$ cat config.mk
export PLATFORM = sky130hd
export DESIGN_NAME = flash_cmd_engine
export DESIGN_NICKNAME = d
export VERILOG_FILES = /design/src/rtl/flash_pkg.sv /design/src/rtl/flash_timeout_ctr.sv /design/src/rtl/flash_cmd_engine.sv
export SDC_FILE = /design/constraint.sdc
export NUM_CORES = 1
export LEC_CHECK = 0
export ABC_AREA = 0
export CORE_ASPECT_RATIO = 1.75
export CORE_UTILIZATION = 47
export DETAILED_ROUTE_END_ITERATION = 8
export GPL_ROUTABILITY_DRIVEN = 0
export PLACE_DENSITY_LB_ADDON = 0.12
export SLEW_MARGIN = 20
export SYNTH_ARGS = -nofsm -noshare
export SYNTH_HDL_FRONTEND = slang
export SYNTH_SLANG_ARGS = --single-unit
$ cat constraint.sdc
create_clock -name Clock -period 4.1 [get_ports Clock]
set_clock_uncertainty 0.1 [all_clocks]
set_input_delay 0.82 -clock Clock [delete_from_list [all_inputs] [get_ports Clock]]
set_output_delay 0.82 -clock Clock [all_outputs]
set_load 0.02 [all_outputs]
$ cat src/rtl/flash_pkg.sv
// flash_pkg: state encoding, CSR field layout and shared constants for the flash command engine.
package flash_pkg;
   localparam logic [3:0] S_IDLE     = 4'd0;
   localparam logic [3:0] S_WP_OFF   = 4'd1;
   localparam logic [3:0] S_ERASE    = 4'd2;
   localparam logic [3:0] S_FETCH_HI = 4'd3;
   localparam logic [3:0] S_FETCH_LO = 4'd4;
   localparam logic [3:0] S_WR_REQ   = 4'd5;
   localparam logic [3:0] S_POLL     = 4'd6;
   localparam logic [3:0] S_WP_ON    = 4'd7;
   localparam logic [3:0] S_DONE     = 4'd8;
   localparam logic [3:0] S_VERIFY   = 4'd9;
   localparam int BUSY_LSB  = 0;
   localparam int WR_OK_BIT = 3;
   localparam int ER_OK_BIT = 4;
   localparam logic CSR_STATUS = 1'b0;
   localparam logic CSR_CTRL   = 1'b1;
   localparam logic [19:0] PAGE_NONE  = 20'hFFFFF;
   localparam logic [15:0] UNLOCK_KEY = 16'hDAF0;
   typedef struct packed {
      logic [3:0]  rsvd;
      logic [4:0]  wp;
      logic [2:0]  sector;
      logic [19:0] page;
   } ctrl_t;
   function automatic logic [31:0] ctrl_word(input logic [4:0] wp, input logic [19:0] page);
      ctrl_t c;
      c = '{rsvd: 4'hF, wp: wp, sector: 3'b111, page: page};
      return c;
   endfunction
endpackage

$ cat src/rtl/flash_timeout_ctr.sv
// flash_timeout_ctr: per-wait-state cycle counter; expired holds once LIMIT cycles have elapsed since load.
module flash_timeout_ctr #(
   parameter int           W     = 24,
   parameter logic [W-1:0] LIMIT = '1
) (
   input  logic Clock,
   input  logic Reset,
   input  logic load,
   input  logic en,
   output logic expired
);
   logic [W-1:0] cnt;
   assign expired = cnt == LIMIT;
   always_ff @(posedge Clock)
      cnt <= Reset || load ? '0 : en && !expired ? cnt + W'(1) : cnt;
endmodule

$ cat src/rtl/flash_cmd_engine.sv
// flash_cmd_engine: executes FlashOp write/erase commands against the user flash Avalon CSR/data ports.
// Optional read-back check after each written word when FLASH_VERIFY_EN is defined.
module flash_cmd_engine
   import flash_pkg::*;
#(
   parameter int          ADDR_W         = 18,
   parameter logic [23:0] TIMEOUT_CYCLES = 24'd12000000,
   parameter logic [4:0]  WP_BITS        = 5'b11111
) (
   input  logic              Clock,
   input  logic              Reset,
   input  logic [17:0]       FlashOpAddr,
   input  logic [5:0]        FlashOpLen,
   input  logic              FlashOpUnlock,
   input  logic              FlashOpWr,
   input  logic              FlashOpEr,
   output logic              FlashCmdAck,
   output logic              FlashBusy,
   output logic              FlashError,
   output logic [6:0]        BufRdAddress,
   input  logic [15:0]       BufRdData,
   output logic              CsrAddress,
   output logic              CsrRead,
   input  logic [31:0]       CsrReadData,
   output logic              CsrWrite,
   output logic [31:0]       CsrWriteData,
   output logic [ADDR_W-1:0] DataAddress,
   output logic              DataWrite,
   output logic [31:0]       DataWriteData,
   input  logic              DataWaitRequest
`ifdef FLASH_VERIFY_EN
  ,output logic              DataRead,
   input  logic [31:0]       DataReadData,
   input  logic              DataReadDataValid
`endif
);
   logic [3:0] state, nxt, write_next, after_wr;
   logic [ADDR_W-1:0] addr;
   logic [5:0] len, idx;
   logic [1:0] poll_cnt;
   logic is_erase, expired, accept, bad, wr_done, poll_done, ok_bit, rd_done, rd_bad, err_set, waiting;
   logic unused_csr;
   assign unused_csr = ^{CsrReadData[31:5], CsrReadData[2]};
   assign accept     = state == S_IDLE && FlashOpUnlock && (FlashOpWr || FlashOpEr);
   assign bad        = FlashOpWr && (FlashOpEr || FlashOpLen == 6'd0);
   assign wr_done    = state == S_WR_REQ && !DataWaitRequest;
   assign poll_done  = state == S_POLL && poll_cnt == 2'd1 && CsrReadData[BUSY_LSB +: 2] == 2'b00;
   assign ok_bit     = is_erase ? CsrReadData[ER_OK_BIT] : CsrReadData[WR_OK_BIT];
   assign write_next = idx == len ? S_WP_ON : S_FETCH_HI;
   assign waiting    = state == S_WR_REQ || state == S_POLL || state == S_VERIFY;
`ifdef FLASH_VERIFY_EN
   logic rd_acc;
   assign after_wr = S_VERIFY;
   assign DataRead = state == S_VERIFY && !rd_acc;
   assign rd_done  = state == S_VERIFY && rd_acc && DataReadDataValid;
   assign rd_bad   = rd_done && DataReadData != DataWriteData;
   always_ff @(posedge Clock)
      rd_acc <= !Reset && state == S_VERIFY && (rd_acc || !DataWaitRequest);
`else
   assign after_wr = write_next;
   assign rd_done  = 1'b0;
   assign rd_bad   = 1'b0;
`endif
   assign err_set = (state == S_WR_REQ && !wr_done && expired)
                 || (state == S_POLL && (poll_done ? !ok_bit : expired))
                 || (state == S_VERIFY && (rd_done ? rd_bad : expired));
   always_comb begin
      nxt = state;
      case (state)
         S_IDLE:     nxt = accept ? (bad ? S_DONE : S_WP_OFF) : S_IDLE;
         S_WP_OFF:   nxt = is_erase ? S_ERASE : S_FETCH_HI;
         S_ERASE:    nxt = S_POLL;
         S_FETCH_HI: nxt = S_FETCH_LO;
         S_FETCH_LO: nxt = S_WR_REQ;
         S_WR_REQ:   nxt = wr_done ? S_POLL : expired ? S_WP_ON : S_WR_REQ;
         S_POLL:     nxt = poll_done ? (is_erase || !ok_bit ? S_WP_ON : after_wr) : expired ? S_WP_ON : S_POLL;
         S_VERIFY:   nxt = rd_done ? (rd_bad ? S_WP_ON : write_next) : expired ? S_WP_ON : S_VERIFY;
         S_WP_ON:    nxt = S_DONE;
         default:    nxt = S_IDLE;
      endcase
   end
   flash_timeout_ctr #(.W(24), .LIMIT(TIMEOUT_CYCLES)) u_timeout (
      .Clock(Clock), .Reset(Reset), .load(nxt != state), .en(waiting), .expired(expired)
   );
   always_ff @(posedge Clock) begin
      if (Reset) begin
         state         <= S_IDLE;
         FlashCmdAck   <= 1'b0;
         FlashBusy     <= 1'b0;
         FlashError    <= 1'b0;
         addr          <= '0;
         len           <= 6'd0;
         idx           <= 6'd0;
         is_erase      <= 1'b0;
         poll_cnt      <= 2'd0;
         DataWriteData <= 32'd0;
      end else begin
         state       <= nxt;
         FlashCmdAck <= accept;
         FlashBusy   <= nxt != S_IDLE;
         FlashError  <= accept ? bad : FlashError | err_set;
         if (accept) begin
            addr     <= ADDR_W'(FlashOpAddr);
            len      <= FlashOpLen;
            idx      <= 6'd0;
            is_erase <= FlashOpEr;
         end
         if (wr_done) idx <= idx + 6'd1;
         poll_cnt <= state == S_POLL ? poll_cnt + 2'd1 : 2'd0;
         if (state == S_FETCH_HI) DataWriteData[31:16] <= BufRdData;
         if (state == S_FETCH_LO) DataWriteData[15:0] <= BufRdData;
      end
   end
   // idx advances when a word completes, so the RAM already holds entry 2i when FETCH_HI samples it
   assign BufRdAddress = {idx, state == S_FETCH_HI};
   assign CsrWrite     = state == S_WP_OFF || state == S_ERASE || state == S_WP_ON;
   assign CsrAddress   = CsrWrite ? CSR_CTRL : CSR_STATUS;
   assign CsrRead      = state == S_POLL && poll_cnt == 2'd0;
   assign CsrWriteData = state == S_WP_OFF ? ctrl_word(5'b0, PAGE_NONE)
                       : state == S_ERASE  ? ctrl_word(5'b0, 20'(addr))
                       : state == S_WP_ON  ? ctrl_word(WP_BITS, PAGE_NONE) : 32'd0;
   assign DataWrite    = state == S_WR_REQ;
   assign DataAddress  = DataWrite ? addr + ADDR_W'(idx)
                       : state == S_VERIFY ? addr + ADDR_W'(idx) - ADDR_W'(1) : '0;
endmodule

==> results of run 1 <==
per-layer routing:
layer,wire length (microns),vias up,GRT usage
li1,-,2859,-
met1,6066,2740,0.2755
met2,9345,167,0.5250
met3,845,40,0.04522
met4,512,0,0.1169
met5,0,-,0
worst max path at each step:
stage	endpoint	depth (start not counted)
3_5_place_dp	DataAddress[17]	11
4_1_cts	DataAddress[17]	10
5_1_grt	DataAddress[17]	10
3_3_place_gp	DataAddress[17]	11
6_report	DataAddress[17]	10
2_1_floorplan	DataAddress[17]	10
flip-flops by register name (all words and copies together) (netlist names):
| signal | cells |
|---|---|
| idx | 6 |
| u_timeout.cnt | 24 |
| state | 4 |
| FlashBusy | 1 |
| addr | 18 |
| FlashCmdAck | 1 |
| is_erase | 1 |
| DataWriteData | 32 |
| poll_cnt | 2 |
| len | 6 |
| FlashError | 1 |
power breakdown:
part | leakage (nW) | switching (W) | internal [W] | total [W]
clock | 0.152 | 0.000425 | 0.000439 | 0.000864
combinational | 1.97 | 0.000942 | 0.000735 | 0.00168
sequential | 0.778 | 0.0000650 | 0.00102 | 0.00108
total | 2.90 | 0.00143 | 0.00219 | 0.00362
layout make-up:
class                      instances  area, sq um
clock buffer                       9        225.2
clock inverter                     7        91.34
fill                             963         3706
inverter                          17        63.81
multi-input combinational        570         3507
sequential                        96         1923
tap                              135        168.9
timing repair buffer             209         1896
stage by stage:
step                      area, sq um  power (W)  utilization
after detailed placement         7431   0.002710       0.6416
after global routing             7875   0.003808       0.6800
final                            7875   0.003624       0.6800
after global placement           7425   0.002677       0.6411
after CTS                        7780   0.003590       0.6718
after floorplan                  5594   0.002117            -
cell usage in the layout (no fill, tap or decap), types with 4 or more instances in the layout:
master,synthesis,routed
o21ai_0,9,8
o31ai_1,5,4
nor3b_1,7,6
inv_1,16,16
and3_1,9,9
nand3b_1,4,4
nand3_1,15,15
nor4_1,9,9
mux2i_1,4,4
a21oi_1,81,80
clkinv_8,0,4
xnor2_1,26,24
nor3_1,16,13
nand2b_1,6,5
clkdlybuf4s50_1,0,131
dfxtp_1,96,95
nor2_1,52,52
nand2_1,146,146
xor2_1,27,26
a21o_1,4,4
a211oi_2,3,5
buf_2,10,6
and2_1,7,7
clkbuf_16,0,9
nand4_1,13,13
buf_4,12,65
ha_1,12,11
nor2_2,22,22
o21a_1,20,20
or2_2,11,11
synthesized netlist by cell type, types with 5 or more instances:
library cell | count | share of area
a21oi_1 | 81 | 0.072
a31oi_1 | 5 | 0.0056
and2_1 | 7 | 0.0078
and3_1 | 9 | 0.010
buf_2 | 10 | 0.0089
buf_4 | 12 | 0.016
clkbuf_1 | 25 | 0.017
dfxtp_1 | 96 | 0.34
ha_1 | 12 | 0.027
inv_1 | 16 | 0.011
nand2_1 | 146 | 0.098
nand2b_1 | 6 | 0.0067
nand3_1 | 15 | 0.013
nand4_1 | 13 | 0.015
nor2_1 | 52 | 0.035
nor2_2 | 22 | 0.025
nor3_1 | 16 | 0.014
nor3b_1 | 7 | 0.0094
nor4_1 | 9 | 0.010
o21a_1 | 20 | 0.027
o21ai_0 | 9 | 0.0081
o31ai_1 | 5 | 0.0067
or2_2 | 11 | 0.012
xnor2_1 | 26 | 0.041
xor2_1 | 27 | 0.042
tightest hold or removal path, stage by stage, from the launching register on:
cell and delay [ns]:
dfxtp_1 0.31, nand2_1 0.05, a21oi_1 0.05
kinds of logic (layout without fill, tap and decap cells):
family | after synthesis | count (layout)
simple gates | 338 | 338
compound gates | 162 | 162
flops | 96 | 96
buf+inv | 66 | 242
xor+xnor | 53 | 53
fa+ha+maj | 13 | 13
mux | 4 | 4
timing repair:
action | 4_1_cts | 5_1_grt
resized for setup | 43 | 22
buffers inserted | 1 | 2
pin swaps | 6 | 7
setup endpoints to repair | 12 | 11
gates cloned | 0 | 0
==> metrics.md, run 1 <==
| Metric | Value |
|---|---|
| Worst EP arrival | between 3 and 4 ns |
| CP Cell Sequence | ha_1, a211o_1, a21o_1, a211o_1, a211oi_2, o211ai_1, buf_4, nor4_4, mux2i_1, buf_4 |
| Area fraction in compound gates after synthesis | 0.1850 |
| Largest net degree at the start of global routing | 48 |
| Root Driver | clkbuf_16 |
| DR vias | roughly 5800 |
| Pre-CTS setup slack | -0.1516 ns |
| Max Freq | between 200 and 250 MHz |
| Fraction of layout cells with a size suffix above 1 | 0.1707 |
| Launch point of the critical path | idx[1] |
| Ys async rst share | 0 |
| CP Buf/Inv Count | 2 |
| Via/cell ratio | approximately 5.6 |
| Failing checks | design-rule violations |
| Pleak | ~2.9 nW |
| Non-filler cells, final | around 1000 |
| DR WL/cell | 16.08 microns |
| Worst-Skew Late Latency | 0.34 ns |
| Setup ws final | a little over 0.07 ns |
| Crit-path max FO | 4 |
| Row count | 52 |
| Synth warnings | 0 |
| Die Y | about 150 microns |
| R2r endpoint | u_timeout.cnt[18] |
| Xor/xnor share of the synthesized area | 0.08298 |
| Final worst path period need | a little over 4 ns |
| CTS tree | yes |
| Gr usage total | 0.2693 |
| Number of global-route vias before repair | around 5700 |
| Number of port buffers | about 150 |
| Core area | roughly 0.012 sq mm |
| Largest family of logic cells by synthesized area | simple AND/OR/NAND/NOR gates |
| Total CTS buffers | 9 |
| Actual slew at the worst max-slew pin | about 0.75 ns |
| Initial Utilization | 0.4830 |
| Peak supply drop | between 400 and 500 uV |
| Synthesized area per cell | 7.642 sq um |
| Post-detail-place hpwl | 12570 microns |
| Slowest stage delay, CP | between 0.3 and 0.4 ns |
| Mapped Nets | approximately 820 |
| R2r startpoint | state[2] |
| Run status | complete, but fails checks |
| Rel. slew slack | 0.4974 |
| Commonest register cell after synthesis | dfxtp_1 |
| Io pins | about 170 |
| CTS H-tree depth | 3 |
| Hold WC Path Type | register to register |
| Fin crit share | 0.9827 |
| Hold Buf Count CTS | 0 |
| Initial DRC count | roughly 260 |
| Simple-Gate Fraction of Synth Area | 0.2937 |
| Endpoint class of the critical path | primary output |
| Clock transition at path regs | around 0.08 ns |
| Distinct cells, synth | 65 |
| WL final | 16770 microns |
| Reg2reg path depth | 8 |
| Pwr/cell area | 460.2 mW/mm^2 |
| Number of synthesized flops with an enable pin | 0 |
| RSZ-0062 raised after global routing | true |
| Final setup TNS | 0 ns |
| Fraction of the yosys area taken by sequential cells | 0.3435 |
| # diodes | 0 |
| Slowest cell on the critical path | dfxtp_1 |
| Buffers from clock root to sink, at most | 2 |
| Final Hold Viols | 0 |
| Synth Area in Adders | 0.03042 |
| First-pass GRT wire length | 26570 microns |
| Post-Syn Area | roughly 0.0056 sq mm |
| Worst hold start | DataWriteData[30] |
| Initial antenna violation count | 0 |
| Worst path required time | roughly 3.2 ns |
| Area grow syn2layout | 40.77% |
| Flop-to-flop setup slack | 1.23 ns |
| Slew Viols, Final | 0 |
| Crit Path Class | register to primary output |
| Critical path's top delay family | compound AO/OA/AOI/OAI gates |
| Post-synthesis mux area share | 0.007157 |
| CP startpoint kind | register |
| Setup-failing EPs final | 0 |
| Max Cap Viol | 0 |
| Die X | approximately 84 microns |
| Hold path cells | 2 |
| Grt ovf | 0 |
| Cell count after synthesis | about 730 |
| Die ar. | around 0.012 sq mm |
| End of the worst hold path | DataWriteData[30] |
| Drc violations | 10 |
| Number of nets with antenna violations after routing | 0 |
| Hold_ws | roughly 0.35 ns |
| DR pass1 iterations | 7 |
| Placed Cells | ~1000 |
| Seq cells post-synth | 96 |
| Clock sink count | 96 |
| Nets | slightly below 1000 |
Power figures use the tool's default switching activity.
==> run 2: changes to the inputs <==
Settings changed: CELL_PAD_IN_SITES_DETAIL_PLACEMENT set to 1, CELL_PAD_IN_SITES_GLOBAL_PLACEMENT set to 2, CORE_UTILIZATION 47 to 26.
==> run 2 against run 1 <==
The flow finishes with violations (negative setup slack). Maximum frequency shrank 3.2%. Utilization is 29 points lower. Global-route usage is 7.5 points lower. First-iteration DRC count is 39% lower. Total power is 4.6% higher. Critical path depth is 2 higher. Flip-flop and latch count stayed put. Setup slack worse by 0.13 ns. Critical path type unchanged. Critical endpoint is now DataAddress[13]. Largest cell class unchanged.
==> metrics.md, run 2 (synthesis results as in run 1) <==
| Metric | Value |
|---|---|
| CTS tree | yes |
| Reg2reg path depth | 8 (unchanged) |
| Fraction of layout cells with a size suffix above 1 | 0.1976 (+0.02692) |
| Worst path required time | 3.18 ns (about the same) |
| Number of global-route vias before repair | 6416 (+13%) |
| Buffers from clock root to sink, at most | 2 (unchanged) |
| Setup ws final | -0.06367 ns (-0.1346 ns) |
| Most common cell after layout, fill and taps aside | nand2_1 |
| Io pins | 174 (unchanged) |
| Die Y | 196.0 microns (+34%) |
| DR pass1 iterations | 4 (-3) |
| First-pass GRT wire length | 33260 microns (+25%) |
| Via/cell ratio | 4.995 (-10%) |
| Largest net degree at the start of global routing | 56 (+17%) |
| Actual slew at the worst max-slew pin | 0.9903 ns (+0.2388 ns) |
| Rel. slew slack | 0.3373 (-0.1601) |
| Hold_ws | 0.3553 ns (+0.0005180 ns) |
| Placed Cells | 1154 (+13%) |
| Peak supply drop | 250.8 uV (-39%) |
| Hold Buf Count CTS | 0 (unchanged) |
| Setup-failing EPs final | 3 (+3) |
| Crit Path Class | register to primary output |
| Cell area after layout | 0.008240 sq mm (+4.6%) |
| CP startpoint kind | register |
| Post-detail-place hpwl | 16360 microns (+30%) |
| RSZ-0062 raised after global routing | true |
| Drc violations | 0 (-10) |
| WL final | 21190 microns (+26%) |
| DR WL/cell | 17.99 microns (+12%) |
| Core area | 0.02102 sq mm (+82%) |
| Non-filler cells, final | 1178 (+13%) |
| Number of port buffers | 145 (unchanged) |
| Max reg flops | 32 (unchanged) |
| Slowest stage delay, CP | 0.38 ns (+0.04 ns) |
| DR vias | 5884 (+1.3%) |
| Die X | 112.9 microns (+34%) |
| Max Cap Viol | 0 (unchanged) |
| Nets | 1012 (+1.8%) |
| Area grow syn2layout | 47.30% |
| Hold WC Path Type | register to register |
| Slew Viols, Final | 0 (unchanged) |
| Initial antenna violation count | 1 (+1) |
| Pwr/cell area | 459.8 mW/mm^2 (about the same) |
| Max Freq | 240.2 MHz (-3.2%) |
| Most frequent cells in the layout | nand2_1, clkdlybuf4s50_1, dfxtp_1 |
| Slowest cell on the critical path | dfxtp_2 |
| Failing checks | negative setup slack |
| Total CTS buffers | 9 (unchanged) |
| Clock transition at path regs | 0.07 ns (about the same) |
| Final worst path period need | 4.164 ns (+0.1346 ns) |
| Placed Area | 0.007685 sq mm (+3.4%) |
| Die ar. | 0.02213 sq mm (+79%) |
| Run status | complete, but fails checks |
| Final setup TNS | -0.1641 ns (-0.1641 ns) |
| Number of nets with antenna violations after routing | 0 (unchanged) |
| Fin crit share | 1.016 (+0.03282) |
| Crit-path max FO | 4 (unchanged) |
| CP Cell Sequence | ha_4, a211o_1, a21o_1, a211o_1, a211oi_2, buf_4, o211ai_1, buf_4, buf_4, nor3_2, mux2i_1, buf_4 |
| Initial Utilization | 0.2661 (-0.2169) |
| Grt ovf | 0 (unchanged) |
| Reg with most FFs | DataWriteData |
| Worst EP arrival | 3.24 ns (+0.13 ns) |
| Worst-Skew Late Latency | 0.35 ns (about the same) |
| Clock sink count | 96 (unchanged) |
| Final Hold Viols | 0 (unchanged) |
| Initial DRC count | 159 (-39%) |
| Endpoint class of the critical path | primary output |
| Regs by FF count | DataWriteData x32, u_timeout.cnt x24, addr x18 |
| Gr usage total | 0.1943 (-0.07496) |
| CTS H-tree depth | 3 (unchanged) |
| Pleak | 3.003 nW (+3.7%) |
| Hold path cells | 2 (unchanged) |
| # diodes | 0 (unchanged) |
| Row count | 70 (+35%) |
| Most frequent CP cell | buf_4 |
| Root Driver | clkbuf_16 |
-- run 2: cell count changes in the layout (fill, tap and decap cells not counted), sizes merged, moves of 3 or more --
cell,before,now
clkdlybuf4s15,3,0
buf,71,90
inv,19,16
clkbuf,10,14
-- run 2: per-stage QoR --
| step | util | worst slack (ns) | power (W) |
|---|---|---|---|
| floorplan | - | 0.1693 | 0.002117 |
| finish | 0.3920 | -0.06367 | 0.003789 |
| global route | 0.3920 | -0.2060 | 0.004011 |
| detailed placement | 0.3656 | -0.2211 | 0.002820 |
| global placement | 0.3653 | -0.1911 | 0.002775 |
| CTS | 0.3839 | -0.1230 | 0.003778 |
-- run 2: path summary, 6_finish.rpt --
| check | startpoint | to | slack, ns |
|---|---|---|---|
| min reg2reg | DataWriteData[5] | DataWriteData[5] | 0.36 |
| max | idx[1] | DataAddress[13] | -0.06 |
| max reg2reg | state[2] | u_timeout.cnt[18] | 1.10 |
| min | DataWriteData[5] | DataWriteData[5] | 0.36 |
-- run 2: worst max-delay path, delay by kind of cell (launching register included) --
kind,cells,cell delay (ns)
flops,1,0.38
simple gates,1,0.18
buf+inv,4,0.63
compound gates,5,1.29
fa+ha+maj,1,0.21
mux,1,0.20
-- run 2: timing repair --
action | 4_1_cts | 5_1_grt
endpoints found under the setup margin | 14 | 13
buffers inserted | 4 | 4
pin swaps | 7 | 12
cloned | 0 | 0
gates resized for setup | 44 | 47
-- run 2: layout make-up --
| class | count | area (sq um) |
|---|---|---|
| clock buffers | 11 | 242.7 |
| multi-input cells | 570 | 3590 |
| clock inverters | 5 | 56.30 |
| flip-flops and latches | 96 | 1929 |
| well taps | 252 | 315.3 |
| inverters | 17 | 63.81 |
| fillers | 2588 | 12780 |
| repair buffers | 227 | 2043 |
-- run 2: where the power goes --
group,switching [W],internal [W]
Clock,0.000377,0.000489
Sequential,0.0000675,0.00102
Combinational,0.00103,0.000811
-- run 2: metal layers --
metal,part of all wire,routed length (microns),track usage,vias to the layer above
met2,0.59,12450,0.4037,105
met4,0.032,669,0.07505,2
li1,-,-,-,2888
met3,0.036,753,0.03645,36
met1,0.34,7308,0.1799,2853
met5,0.00066,14,0,-
==> run 3: changes to the inputs <==
--- a/config.mk
+++ b/config.mk
@@ -14,4 +14,5 @@
 export GPL_ROUTABILITY_DRIVEN = 0
 export PLACE_DENSITY_LB_ADDON = 0.12
+export REMOVE_ABC_BUFFERS = 1
 export SLEW_MARGIN = 20
 export SYNTH_ARGS = -nofsm -noshare
==> constraint.sdc (replaced) <==
create_clock -name Clock -period 4.1 [get_ports Clock]
set_clock_uncertainty 0.1 [all_clocks]
set_input_delay 1.23 -clock Clock [delete_from_list [all_inputs] [get_ports Clock]]
set_output_delay 1.23 -clock Clock [all_outputs]
set_load 0.02 [all_outputs]
==> run 3 against run 2 <==
The run still ends with negative setup slack left. Hold slack improved by 0.0021 ns. Global-route usage rose by 1.4 points. Via count rose by 1.8%. Sequential power barely moved. Maximum frequency fell by 4.5%. Wire length rose by 5.7%. Non-clock buffer count rose by 21. Critical endpoint unchanged. Largest cell class unchanged. Highest routed layer is now met4.
==> metrics.md, run 3 (synthesis results as in run 1) <==
| Metric | Value |
|---|---|
| Most frequent CP cell | buf_4 |
| Area grow syn2layout | 54.84% |
| Reg with most FFs | DataWriteData |
| First-pass GRT wire length | 35430 microns (+6.5%) |
| Placed Area | 0.007819 sq mm (+1.7%) |
| WL final | 22410 microns (+5.7%) |
| CP Cell Sequence | ha_4, buf_6, a211o_4, a21o_1, a211o_1, a211oi_2, buf_4, o211ai_1, buf_4, nor3_4, mux2i_1, buf_4 |
| Most common cell after layout, fill and taps aside | nand2_1 |
| Failing checks | negative setup slack |
| Final worst path period need | 4.360 ns (+0.1964 ns) |
| RSZ-0062 raised after global routing | true |
| Setup-failing EPs final | 11 (+8) |
| Placed Cells | 1172 (+1.6%) |
| Pwr/cell area | 457.3 mW/mm^2 (-0.55%) |
| Slew Viols, Final | 0 (unchanged) |
| Final Hold Viols | 0 (unchanged) |
| Setup ws final | -0.2601 ns (-0.1964 ns) |
| Multi-input gate area | 0.003810 sq mm (+6.1%) |
| CP startpoint kind | register |
| DR WL/cell | 18.67 microns (+3.8%) |
| Die X | 112.9 microns (unchanged) |
| CTS H-tree depth | 3 (unchanged) |
| Row count | 70 (unchanged) |
| Run status | complete, but fails checks |
| Cell area after layout | 0.008662 sq mm (+5.1%) |
| Total CTS buffers | 9 (unchanged) |
| Initial DRC count | 171 (+7.5%) |
| Max reg flops | 32 (unchanged) |
| Number of global-route vias before repair | 6682 (+4.1%) |
| Initial Utilization | 0.2661 (unchanged) |
| Grt ovf | 0 (unchanged) |
| Initial antenna violation count | 1 (unchanged) |
| Clock transition at path regs | 0.07 ns (about the same) |
| Non-filler cells, final | 1200 (+1.9%) |
| Fin crit share | 1.063 (+0.04791) |
| Sequential cell area | 0.001929 sq mm (unchanged) |
| Pleak | 3.155 nW (+5.1%) |
| Crit-path max FO | 4 (unchanged) |
| Peak supply drop | 255.5 uV (+1.9%) |
| DR pass1 iterations | 4 (unchanged) |
| Die Y | 196.0 microns (unchanged) |
| Most frequent cells in the layout | nand2_1, clkdlybuf4s50_1, buf_4 |
| Crit Path Class | register to primary output |
| Root Driver | clkbuf_16 |
| Number of port buffers | 145 (unchanged) |
| Slowest stage delay, CP | 0.35 ns (-0.03 ns) |
| Max Freq | 229.4 MHz (-4.5%) |
| Clock sink count | 96 (unchanged) |
| Nets | 1033 (+2.1%) |
| Max Cap Viol | 0 (unchanged) |
| Die ar. | 0.02213 sq mm (unchanged) |
| Hold WC Path Type | register to register |
| Worst path required time | 2.77 ns (-0.41 ns) |
| Rel. slew slack | 0.4170 (+0.07966) |
| Regs by FF count | DataWriteData x32, u_timeout.cnt x24, addr x18 |
| Endpoint class of the critical path | primary output |
| Slowest cell on the critical path | a211o_4 |
| Gr usage total | 0.2084 (+0.01405) |
| Number of nets with antenna violations after routing | 0 (unchanged) |
| Actual slew at the worst max-slew pin | 0.8744 ns (-0.1159 ns) |
| DR vias | 5992 (+1.8%) |
| Io pins | 174 (unchanged) |
| Drc violations | 0 (unchanged) |
| Fill count | 2523 (-2.5%) |
| CTS tree | yes |
| Fraction of layout cells with a size suffix above 1 | 0.2503 (+0.05264) |
| Via/cell ratio | 4.993 (about the same) |
| Worst EP arrival | 3.03 ns (-0.21 ns) |
| Worst-Skew Late Latency | 0.35 ns (about the same) |
| Post-detail-place hpwl | 17120 microns (+4.6%) |
| Largest net degree at the start of global routing | 65 (+16%) |
| Core area | 0.02102 sq mm (unchanged) |
| Buffers from clock root to sink, at most | 2 (unchanged) |
==> run 3: changes by cell type in the layout (fill, tap and decap cells not counted), sizes merged <==
cell / before / now
clkdlybuf4s50: 131 / 128
bufinv: 1 / 2
buf: 90 / 118
diode: 0 / 1
clkbuf: 14 / 12
dlymetal6s2s: 1 / 0
clkinv: 4 / 1
inv: 16 / 17
==> run 3: what timing repair did <==
action / in CTS / in global routing
hold buffers: 0 / 0
buffers inserted: 10 / 3
pin swaps: 31 / 16
setup endpoints to repair: 16 / 32
gates resized for setup: 133 / 30
==> run 3: worst paths after layout <==
| kind | start | to | slack [ns] | cells past startpoint |
|---|---|---|---|---|
| min | DataWriteData[5] | DataWriteData[5] | 0.36 | 2 |
| min reg2reg | DataWriteData[5] | DataWriteData[5] | 0.36 | 2 |
| max | addr[0] | DataAddress[13] | -0.26 | 12 |
| max reg2reg | state[3] | u_timeout.cnt[18] | 1.07 | 8 |
==> run 3: worst max-delay path, delay by kind of cell (launching register included) <==
kind	cells	cell delay, ns
buf+inv	4	0.63
compound gates	5	1.19
flops	1	0.34
mux	1	0.22
simple gates	1	0.13
fa+ha+maj	1	0.16
==> run 3: per-stage QoR <==
| step | hold slack (ns) | TNS, ns | worst slack, ns | power, W | utilization |
|---|---|---|---|---|---|
| floorplan | 0.3255 | -23.89 | -1.030 | 0.001997 | - |
| global placement | 0.3422 | -5.304 | -0.6121 | 0.002857 | 0.3720 |
| detailed placement | 0.3477 | -6.053 | -0.6547 | 0.002885 | 0.3720 |
| CTS | 0.3572 | -2.064 | -0.2444 | 0.003961 | 0.4052 |
| global route | 0.3802 | -3.625 | -0.3972 | 0.004184 | 0.4121 |
| finish | 0.3574 | -2.104 | -0.2601 | 0.003961 | 0.4121 |
==> run 3: where the power goes <==
part	internal [W]	switching (W)	total, W
Combinational	0.000864	0.00108	0.00194
Sequential	0.00102	0.0000625	0.00108
Clock	0.000555	0.000381	0.000936
Total	0.00244	0.00152	0.00396
==> run 3: cell type report <==
type	count	area share
multi-input cells	570	0.4398
repair buffers	248	0.2561
flip-flops and latches	96	0.2227
well taps	252	0.03640
clock buffers	12	0.02846
clock inverters	4	0.008811
inverters	17	0.007367
diodes	1	0.0002889
==> run 3: routing by layer <==
layer / part of all wire / up-vias / GRT usage
met1: 0.33 / 2916 / 0.1827
met3: 0.029 / 35 / 0.03120
met2: 0.60 / 105 / 0.4495
met4: 0.034 / 0 / 0.08382
li1: - / 2936 / -
met5: 0 / - / 0
==> variant, RTL diff (config.mk and constraints of run 2) <==
Put one more register stage on the output `FlashError`, cleared by the reset. The value now appears one clock later. The other outputs are not delayed to match.
--- a/src/rtl/flash_cmd_engine.sv
+++ b/src/rtl/flash_cmd_engine.sv
@@ -36,2 +36,4 @@
 );
+
+   logic FlashError_s0;
    logic [3:0] state, nxt, write_next, after_wr;
@@ -89,3 +91,3 @@
          FlashBusy     <= 1'b0;
-         FlashError    <= 1'b0;
+         FlashError_s0 <= 1'b0;
          addr          <= '0;
@@ -100,3 +102,3 @@
          FlashBusy   <= nxt != S_IDLE;
-         FlashError  <= accept ? bad : FlashError | err_set;
+         FlashError_s0 <= accept ? bad : FlashError_s0 | err_set;
          if (accept) begin
@@ -124,2 +126,10 @@
                        : state == S_VERIFY ? addr + ADDR_W'(idx) - ADDR_W'(1) : '0;
+   always_ff @(posedge Clock) begin
+      if (Reset) begin
+         FlashError <= '0;
+      end else begin
+         FlashError <= FlashError_s0;
+      end
+   end
+
 endmodule
Check against the original RTL: not equivalent (a bounded check fails within 4 cycles, from zero or initial values and one cycle with Reset high).
==> variant against run 2 <==
The run ends with DRC, setup timing left; hold slack lost 0.00070 ns; total power shrank 11%; die area shrank 1.9%; wire length shrank 5.3%; worst setup slack lost 0.12 ns; critical path depth grew 3; sequential cell count grew 1; final area shrank 2.3%; area after synthesis shrank 1.9%.
==> variant: results (changes against run 2) <==
| Metric | Value |
|---|---|
| Post-placement setup slack | `-0.371 ns (-0.149 ns)` |
| R2R Path Start | `state[3]$_SDFF_PP0_` |
| Final net count | `985 (-2.7%)` |
| Leakage | `2.87 nW (-4.3%)` |
| Worst hold start | `DataWriteData[3]$_SDFFE_PP0P_` |
| Multi-input comb cells | `552 (-3.2%)` |
| Area fraction in compound gates after synthesis | `0.186 (+0.000705)` |
| ClkCell Share | `0.0433 (+0.00705)` |
| Violated checks | `DRC, setup timing` |
| Final WS setup | `-0.183 ns (-0.119 ns)` |
| Routed met1 length | `6960 µm (-4.8%)` |
| Post-synthesis xor/xnor area fraction | `0.0878 (+0.00484)` |
| Buffers excl. clock | `215 (-5.3%)` |
| Reg-to-reg slack, setup | `1.16 ns (+0.06 ns)` |
| Hold EP | `DataWriteData[3]$_SDFFE_PP0P_` |
| Routed vias | `5,626 (-4.4%)` |
| First-pass GRT wire length | `31,800 µm (-4.5%)` |
| Grt met3 use | `0.0303 (-0.00613)` |
| Setup violators final | `10 (+7)` |
| Largest net degree at the start of global routing | `74 (+32%)` |
| Rel. slew slack | `0.435 (+0.0980)` |
| CP arrival | `3.36 ns (+0.12 ns)` |
| WHS | `0.355 ns (-0.000701 ns)` |
| Vias in the first global route | `6,066 (-5.5%)` |
| Outcome | `finished with violations` |
| DRC viols | `12 (+12)` |
| Multi-input logic area | `3420 µm² (-4.8%)` |
| Mean post-synth cell area | `7.66 µm² (+0.25%)` |
| Register bit total from synthesis | `97 (+1.0%)` |
| GR Util met2 | `0.391 (-0.0127)` |
| Sequential share of cell area | `0.242 (+0.00775)` |
| Drt first-iter violations | `181 (+14%)` |
| Initial antenna violation count | `0 (-1)` |
| Distinct cell type count of the synthesized netlist | `72 (+11%)` |
| Peak supply drop | `0.213 mV (-15%)` |
| Post-Route Utilization | `0.388 (-0.00402)` |
| Area contributors post-synth | `dfxtp_1 (35%), nand2_1 (9.9%), a21oi_1 (7.1%)` |
| Sequential share of the synthesized area | `0.354 (+0.0105)` |
| Placed inst area | `7470 µm² (-2.8%)` |
variant: cell count changes after synthesis, moves of 7 or more:
cell,before,now
buf_2,10,1
nor4_1,9,2
nor2_1,52,81
nor2_2,22,1
nand4_1,13,4
or2_2,11,2
nand3_1,15,22
variant: where the power goes:
part	leakage, nW	total, mW	internal (mW)	switching, mW
clock	0.167	0.992	0.603	0.389
sequential	0.788	1.07	1.01	0.0610
combinational	1.92	1.31	0.596	0.709
total	2.87	3.37	2.21	1.16
variant: worst max-delay path: stages, from the launching register on:
cell      delay [ns]
dfxtp_2         0.36
ha_4            0.16
inv_4           0.04
fa_2            0.37
buf_6           0.14
xnor2_4         0.13
nor4b_4         0.27
or3b_4          0.46
buf_4           0.16
a211oi_4        0.16
buf_4           0.15
nand3_1         0.09
buf_4           0.15
a21oi_2         0.13
nor3b_2         0.05
buf_4           0.18
